`src/rtl/acondicionador_botones_rtc.sv`:
```
// Button/switch conditioning for the RTC control block: 2-FF sync,
// debounce, press pulses with UP/DOWN auto-repeat, debounced switches.
module acondicionador_botones_rtc #(
    parameter int DEBOUNCE_CYCLES = 1000000,
    parameter int REPEAT_DELAY    = 50000000,
    parameter int REPEAT_RATE     = 10000000,
    parameter int CNT_W           = 26
) (
    input  logic clk,
    input  logic reset,
    input  logic btn_up,
    input  logic btn_down,
    input  logic btn_right,
    input  logic btn_left,
    input  logic btn_center,
    input  logic sw1_raw,
    input  logic sw2_raw,
    output logic enUP,
    output logic enDOWN,
    output logic enRIGHT,
    output logic enLEFT,
    output logic desactivar_alarma,
    output logic sw1,
    output logic sw2
);

    localparam int MAX_A   = (DEBOUNCE_CYCLES > REPEAT_DELAY) ?
                             DEBOUNCE_CYCLES : REPEAT_DELAY;
    localparam int MAX_CNT = (MAX_A > REPEAT_RATE) ? MAX_A : REPEAT_RATE;

    localparam logic [CNT_W-1:0] DEB_LIM  = CNT_W'(DEBOUNCE_CYCLES - 1);
    localparam logic [CNT_W-1:0] DLY_LIM  = CNT_W'(REPEAT_DELAY - 1);
    localparam logic [CNT_W-1:0] RATE_LIM = CNT_W'(REPEAT_RATE - 1);
    localparam logic [CNT_W-1:0] CNT_ONE  = CNT_W'(1);

    if (CNT_W < $clog2(MAX_CNT + 1)) begin : g_cnt_w_chk
        $error("CNT_W too narrow for the configured counts");
    end

    typedef enum logic [2:0] {
        IDLE,
        DEB_PRESS,
        HELD,
        REPEAT,
        DEB_RELEASE
    } btn_state_e;

    // bit order: up, down, right, left, center, sw1, sw2
    logic [6:0] raw;
    logic [6:0] sync1_q;
    logic [6:0] sync2_q;

    assign raw = {sw2_raw, sw1_raw, btn_center,
                  btn_left, btn_right, btn_down, btn_up};

    always_ff @(posedge clk or negedge reset) begin
        if (!reset) begin
            sync1_q <= '0;
            sync2_q <= '0;
        end else begin
            sync1_q <= raw;
            sync2_q <= sync1_q;
        end
    end

    logic [4:0] cand;

    for (genvar g = 0; g < 5; g++) begin : g_btn
        localparam bit REP = (g < 2);

        btn_state_e       state_q;
        btn_state_e       state_d;
        logic [CNT_W-1:0] cnt_q;
        logic [CNT_W-1:0] cnt_d;
        logic             pulse_q;
        logic             pulse_d;
        logic             s;

        assign s       = sync2_q[g];
        assign cand[g] = pulse_q;

        always_ff @(posedge clk or negedge reset) begin
            if (!reset) begin
                state_q <= IDLE;
                cnt_q   <= '0;
                pulse_q <= 1'b0;
            end else begin
                state_q <= state_d;
                cnt_q   <= cnt_d;
                pulse_q <= pulse_d;
            end
        end

        always_comb begin
            state_d = state_q;
            cnt_d   = cnt_q;
            pulse_d = 1'b0;
            case (state_q)
                IDLE: begin
                    cnt_d = '0;
                    if (s) state_d = DEB_PRESS;
                end
                DEB_PRESS: begin
                    if (!s) begin
                        state_d = IDLE;
                        cnt_d   = '0;
                    end else if (cnt_q == DEB_LIM) begin
                        state_d = HELD;
                        cnt_d   = '0;
                        pulse_d = 1'b1;
                    end else begin
                        cnt_d = cnt_q + CNT_ONE;
                    end
                end
                HELD: begin
                    if (!s) begin
                        state_d = DEB_RELEASE;
                        cnt_d   = '0;
                    end else if (REP && cnt_q == DLY_LIM) begin
                        state_d = REPEAT;
                        cnt_d   = '0;
                        pulse_d = 1'b1;
                    end else if (cnt_q != DLY_LIM) begin
                        // non-repeating keys park at the limit
                        cnt_d = cnt_q + CNT_ONE;
                    end
                end
                REPEAT: begin
                    if (!s) begin
                        state_d = DEB_RELEASE;
                        cnt_d   = '0;
                    end else if (cnt_q == RATE_LIM) begin
                        cnt_d   = '0;
                        pulse_d = 1'b1;
                    end else begin
                        cnt_d = cnt_q + CNT_ONE;
                    end
                end
                DEB_RELEASE: begin
                    if (s) begin
                        state_d = HELD;
                        cnt_d   = '0;
                    end else if (cnt_q == DEB_LIM) begin
                        state_d = IDLE;
                        cnt_d   = '0;
                    end else begin
                        cnt_d = cnt_q + CNT_ONE;
                    end
                end
                default: begin
                    state_d = IDLE;
                    cnt_d   = '0;
                end
            endcase
        end
    end

    // losers of a same-cycle collision are dropped, not queued
    logic [3:0] dir_d;
    logic [3:0] dir_q;
    logic       alarm_q;

    always_comb begin
        dir_d = '0;
        if (cand[0])      dir_d = 4'b0001;
        else if (cand[1]) dir_d = 4'b0010;
        else if (cand[2]) dir_d = 4'b0100;
        else if (cand[3]) dir_d = 4'b1000;
    end

    always_ff @(posedge clk or negedge reset) begin
        if (!reset) begin
            dir_q   <= '0;
            alarm_q <= 1'b0;
        end else begin
            dir_q   <= dir_d;
            alarm_q <= cand[4];
        end
    end

    logic [1:0] sw_lvl;

    for (genvar k = 0; k < 2; k++) begin : g_sw
        logic             lvl_q;
        logic             lvl_d;
        logic [CNT_W-1:0] cnt_q;
        logic [CNT_W-1:0] cnt_d;
        logic             s;

        assign s         = sync2_q[5+k];
        assign sw_lvl[k] = lvl_q;

        always_ff @(posedge clk or negedge reset) begin
            if (!reset) begin
                lvl_q <= 1'b0;
                cnt_q <= '0;
            end else begin
                lvl_q <= lvl_d;
                cnt_q <= cnt_d;
            end
        end

        always_comb begin
            lvl_d = lvl_q;
            cnt_d = cnt_q;
            if (s == lvl_q) begin
                cnt_d = '0;
            end else if (cnt_q == DEB_LIM) begin
                lvl_d = s;
                cnt_d = '0;
            end else begin
                cnt_d = cnt_q + CNT_ONE;
            end
        end
    end

    assign enUP              = dir_q[0];
    assign enDOWN            = dir_q[1];
    assign enRIGHT           = dir_q[2];
    assign enLEFT            = dir_q[3];
    assign desactivar_alarma = alarm_q;
    assign sw1               = sw_lvl[0];
    assign sw2               = sw_lvl[1];

endmodule
```
`config.mk`:
```
export PLATFORM = sky130hd
export DESIGN_NAME = acondicionador_botones_rtc
export DESIGN_NICKNAME = d
export VERILOG_FILES = /design/src/rtl/acondicionador_botones_rtc.sv
export SDC_FILE = /design/constraint.sdc
export NUM_CORES = 1
export LEC_CHECK = 0
export ABC_AREA = 1
export BUFFER_PORTS_ARGS = -buffer_cell sky130_fd_sc_hd__clkbuf_2
export CORE_MARGIN = 2
export CORE_UTILIZATION = 40
export CTS_CLUSTER_SIZE = 24
export DETAILED_ROUTE_END_ITERATION = 6
export GPL_TIMING_DRIVEN = 1
export SLEW_MARGIN = 20
export SYNTH_ARGS = -nofsm -noshare
export SYNTH_HDL_FRONTEND = slang
export SYNTH_SLANG_ARGS = --single-unit
export TNS_END_PERCENT = 50
```
`constraint.sdc`:
```
create_clock -name clk -period 5.29 [get_ports clk]
set_input_delay 0.529 -clock clk [delete_from_list [all_inputs] [get_ports clk]]
set_output_delay 0.529 -clock clk [all_outputs]
set_load 0.02 [all_outputs]
```
; ---- Word level (Yosys, flattened, before mapping)
; Cells that the tools add are included.
[totals]
elab_cells = 233
register_bits = 223
in_bits = 9
out_inout_bits = 7
[op_classes]
n_mux = 118
n_eq_ne = 68
bitwise_logic = 2
n_reduce_logical = 15
add_sub_neg = 7
[ops]
columns = op, n
row1 = $mux W26, 41
row2 = $pmux W26 S4, 5
row3 = $add A26 B1 Y26 const B, 7
row4 = $eq A26 B20 Y1 const B, 7
row5 = $eq A26 B24 Y1 const B, 5
row6 = $ne A26 B26 Y1 const B, 5
row7 = $mux W3, 34
row8 = $eq A26 B26 Y1 const B, 2
row9 = $ne A3 B3 Y1 const B, 15
row10 = $pmux W3 S4, 3
row11 = $eq A3 B2 Y1 const B, 10
row12 = $pmux W3 S5, 2
row13 = $mux W1, 24
row14 = $ne A2 B2 Y1 const B, 10
row15 = $mux W4, 4
row16 = $eq A3 B1 Y1 const B, 5
row17 = $eq A3 B3 Y1 const B, 5
row18 = $logic_not A3 Y1, 5
row19 = $reduce_and A4 Y1, 3
row20 = $reduce_and A5 Y1, 2
row21 = $ne A4 B4 Y1 const B, 2
row22 = $pmux W1 S2, 3
row23 = $pmux W1 S3, 2
row24 = $reduce_or A2 Y1, 3
row25 = other kinds (3), 6

; ---- Depth between registers and ports, before layout
[depth]
depth_word = 5
mapped_depth = 12
mapped_depth_nobuf = 12

; ---- Worst setup path before layout
; Ideal clock, no wire load.
[synth_path]
kind = flip-flop to flip-flop
from = register g_btn[1].cnt_q[0]
to = register g_btn[1].cnt_q[24]
t_required_ps = 5164
n_path_buf = 1
setup_slack_ps = 3526
setup_ps = 126
period_less_slack_ps = 1764
t_arrival_ps = 1638
path_stages_with_launch = 12
path_cell_list = dfrtp_1 -> ha_1 -> nand2_2 -> nor2_4 -> inv_1 -> nor3_4 -> nand3_1 -> nand2_1 -> nand2_4 -> nor2_8 -> buf_12 -> nor3_2
[synth_via]
elab_chain_len = 5
elab_cells_between_ends = 15
cone_classes = add/sub: 1 / eq/ne: 5 / mux: 9
[synth_rtl]
columns = item, line
row1 = "start, declared", 73  ; logic [CNT_W-1:0] cnt_q;
row2 = "start signal, assigned", 89  ; cnt_q <= cnt_d;
row3 = $add A26 B1 Y26, --
row4 = $mux W26, 123  ; end else if (cnt_q != DLY_LIM) begin
row5 = $mux W26, 119  ; end else if (REP && cnt_q == DLY_LIM) begin
row6 = $mux W26, 116  ; if (!s) begin
row7 = $pmux W26 S4, 98  ; case (state_q)
; Parallel ways exist; a longest one is shown, timed or not. The select of a mux whose other input is x is not followed.
; A chain may end at the register's enable or synchronous reset.

; ---- Worst setup path in the final report
[layout_path]
from = register g_btn[0].cnt_q[9]
to = register g_btn[0].cnt_q[9]
[layout_via]
elab_chain_len = 5
elab_cells_between_ends = 15
cone_classes = add/sub: 1 / eq/ne: 5 / mux: 9
[layout_rtl]
columns = item, line
row1 = "start, declared", 73
row2 = "start signal, assigned", 89
row3 = $add A26 B1 Y26, --
row4 = $mux W26, 123
row5 = $mux W26, 119
row6 = $mux W26, 116
row7 = $pmux W26 S4, 98
; Parallel ways exist; a longest one is shown, timed or not. The select of a mux whose other input is x is not followed.

==> results by group <==
Routing
  – Vias per cell: just over 5
  – DR WL/cell: 13.4 um
  – Routed WL: between 30 and 40 mm
  – Remaining DRCs: 0
  – First DRT Iteration DRCs: between 1,000 and 1,500
  – ANT nets after route: 0
  – Via Count: between 10,000 and 15,000
  – DRT Pass-1 Iters: 7

CTS
  – Number of H-tree levels: 1
  – Later-pin clock latency in the skew report: 0.55 ns
  – CTS Sinks: 223
  – CTS Buffer Depth: 3
  – Root Buffer Master: clkbuf_16
  – CTS tree: built
  – Hold Buf Count CTS: 0
  – Post-cts sizing count: 0
  – Reg clk slew, reported paths: around 0.060 ns
  – Clock buffer count from CTS: 27
  – # Post-CTS Setup Buffers: 0

Pwr
  – Clock network power share: 0.403
  – Net Sw Frac: 0.317
  – IR drop worst, VDD: approximately 0.34 mV
  – Leak: 0.00622 uW
  – Cell Pwr Density: between 300 and 400 nW/um2
  – Pint: around 3000 uW
  – Switch Pwr: ~1400 uW
  – Combinational share of power: 0.177
  – Sequential Power Share: 0.420

STA
  – Final WS setup: 3.10 ns
  – Slew HR: 0.400
  – Fin crit period: 2.19 ns
  – Max-slew violation count: 0
  – Least-Margin Pin Slew: ~0.9 ns
  – Hold Worst Slack: -0.00646 ns
  – F_max: around 460 MHz
  – RSZ-0062 raised after global routing: false
  – Setup Skew: 0.0141 ns
  – Setup tns final: 0 ns
  – Hold Fails Final Rpt: 4
  – Setup violators final: 0
  – Final Cycle Share: 0.414

Yosys
  – EDFF count, synth: 0
  – Mean Syn Cell Area: 7.26 um2
  – Fraction of registers with async set/reset: 1.00
  – Seq/Total Area, Yosys: 0.415
  – Top-count cell post-synth: nor2_1
  – Mapped Area: 13,500 um2
  – Most instantiated cells after synthesis: nor2_1 (390), nand2_1 (350), inv_1 (232), dfrtp_1 (223), nand3_1 (152)
  – Post-synth cell types: between 40 and 50
  – Top post-synthesis cells by area: dfrtp_1 (41%), nor2_1 (11%), nand2_1 (9.8%)
  – FF+latch count, synth: 223
  – Synth Flop Type: dfrtp_1
  – Syn Inst Count: about 1,900
  – Post-synth top area share: 0.415
  – Ys Warns: 0
  – Leading area contributor after synthesis: dfrtp_1
  – Syn nets: between 1,500 and 2,000

Placed design
  – I/O Buffers: 15
  – Dpl ws: 3.13 ns
  – Placer Congestion: about 0.91
  – Hpwl dp: between 20 and 25 mm
  – Placed Cells: roughly 2,300

Finish
  – Non-filler instance count after layout: between 2,000 and 2,500
  – Area grow syn2layout: 10.2%
  – Reg area: roughly 5600 um2
  – Diode count: 0
  – Share of layout cells above drive strength 1: 0.0733
  – Multi-input logic area: just under 7000 um2
  – Final nets: 1,892
  – Fillers: about 3,400

Critical path
  – Reg2reg setup slack: slightly above 3 ns
  – Worst Setup End Kind: register
  – Req. time, crit path: about 5.7 ns
  – CP Max Fanout: 23
  – CP arrival: approximately 2.6 ns
  – Worst setup SP type: register
  – Crit Path Category: reg2reg

Global routing
  – Gr usage total: 0.184
  – Initial antenna violation count: 0
  – Global-route wire length before repair: approximately 55 mm
  – Vias in the first global route: approximately 11,000
  – GR Overflow Total: 0
  – Largest net degree at the start of global routing: 113

Floorplanning
  – IO Count: 16
  – Site Rows: 67
  – Core area: between 30,000 and 40,000 um2
  – Die height: 187 um
  – Initial core utilization: 0.403
  – DIE AREA: ~35,000 um2
  – Die width: ~190 um

Min path
  – Min-delay worst type: in2async

Status
  – Status: finished, violations left
  – Failing checks: hold timing

Run
  – Max-cap violations: 0
path summary, 6_finish.rpt:
| kind | depth (start not counted) | endpoint | from |
|---|---|---|---|
| setup / recovery | 9 | g_btn[0].cnt_q[9]$_DFFE_PN0P_ | g_btn[0].cnt_q[9]$_DFFE_PN0P_ |
| hold / removal | 1 | g_btn[0].cnt_q[25]$_DFFE_PN0P_ | reset |
| setup reg to reg | 9 | g_btn[0].cnt_q[9]$_DFFE_PN0P_ | g_btn[0].cnt_q[9]$_DFFE_PN0P_ |
| hold reg to reg | 0 | sync2_q[4]$_DFF_PN0_ | sync1_q[4]$_DFF_PN0_ |
| max in group asynchronous | 2 | sync1_q[3]$_DFF_PN0_ | reset |
| min in group clk | 1 | sync1_q[6]$_DFF_PN0_ | sw2_raw |
logic make-up (layout without fill, tap and decap cells):
group,count (synthesis),after routing,synth area share
buffers and inverters,257,301,0.0781
XOR/XNOR,101,101,0.0658
flip-flops,223,223,0.415
adder cells (fa/ha/maj),7,7,0.00651
AND/OR/NAND/NOR,1171,1171,0.397
multiplexers,1,1,0.000837
AO/OA/AOI/OAI,92,92,0.0368
area by class of cell:
class,count,area share
multi-input cells,1372,0.460
repair buffers,16,0.00709
flip-flops and latches,223,0.376
clock inverters,14,0.00742
inverters,236,0.0597
well taps,448,0.0378
clock buffers,35,0.0516
state kept, by name, indices dropped and copies added, names as in the netlist:
register	count
g_btn.pulse_q	5
sync1_q	7
sync2_q	7
sw1	1
desactivar_alarma	1
g_btn.state_q	15
sw2	1
g_btn.cnt_q	130
dir_q	4
g_sw.cnt_q	52
power by group through the flow:
stage          sequential [uW]  clock, uW  combinational [uW]
6_report                  1890       1810                 796
3_3_place_gp              1910          0                 802
4_1_cts                   1890       1880                 811
3_5_place_dp              1920          0                 808
5_1_grt                   1900       1950                 931
2_1_floorplan             1890          0                 691
metal layers:
metal | wire length [um] | GRT usage | vias to the layer above
met5 | 0 | 0 | -
met4 | 788 | 0.0509 | 0
met3 | 1300 | 0.0244 | 62
met2 | 14200 | 0.299 | 255
met1 | 15200 | 0.259 | 5530
li1 | - | - | 6052
worst max-delay path, cell delays in order (launching register included):
cell,delay (ns)
dfrtp_1,0.40
inv_1,0.09
nor2_1,0.27
nand3_1,0.19
nor2_1,0.18
nand4_1,0.19
nand2_1,0.12
nand2_1,0.09
nor2_4,0.45
nor2_1,0.09
per-stage QoR:
| stage | hold WS, ns | cell area (um2) | power, uW | utilization |
|---|---|---|---|---|
| detailed placement | 0.335 | 14000 | 2720 | 0.418 |
| floorplan | 0.233 | 13500 | 2580 | - |
| finish | -0.00646 | 14800 | 4500 | 0.444 |
| CTS | 0.0544 | 14800 | 4570 | 0.444 |
| global placement | 0.333 | 14000 | 2720 | 0.418 |
| global route | 0.0549 | 14800 | 4780 | 0.444 |
placed cells by master, fill, tap and decap left out, types with 7 or more instances in the layout:
master and instances:
clkbuf_2 14, nand4_1 78, nand3_1 152, xor2_1 82, dfrtp_1 223, nor3_2 12, nor3b_1 9, nor3_1 86
ha_1 7, nand2_1 350, nor4_1 26, nand2_2 10, clkinv_2 8, o21ai_0 48, nand3b_1 8, inv_1 232
a21oi_1 22, clkbuf_16 27, nor2_1 390, nor2_2 24, xnor2_1 19
(Power assumes the default switching activity.)
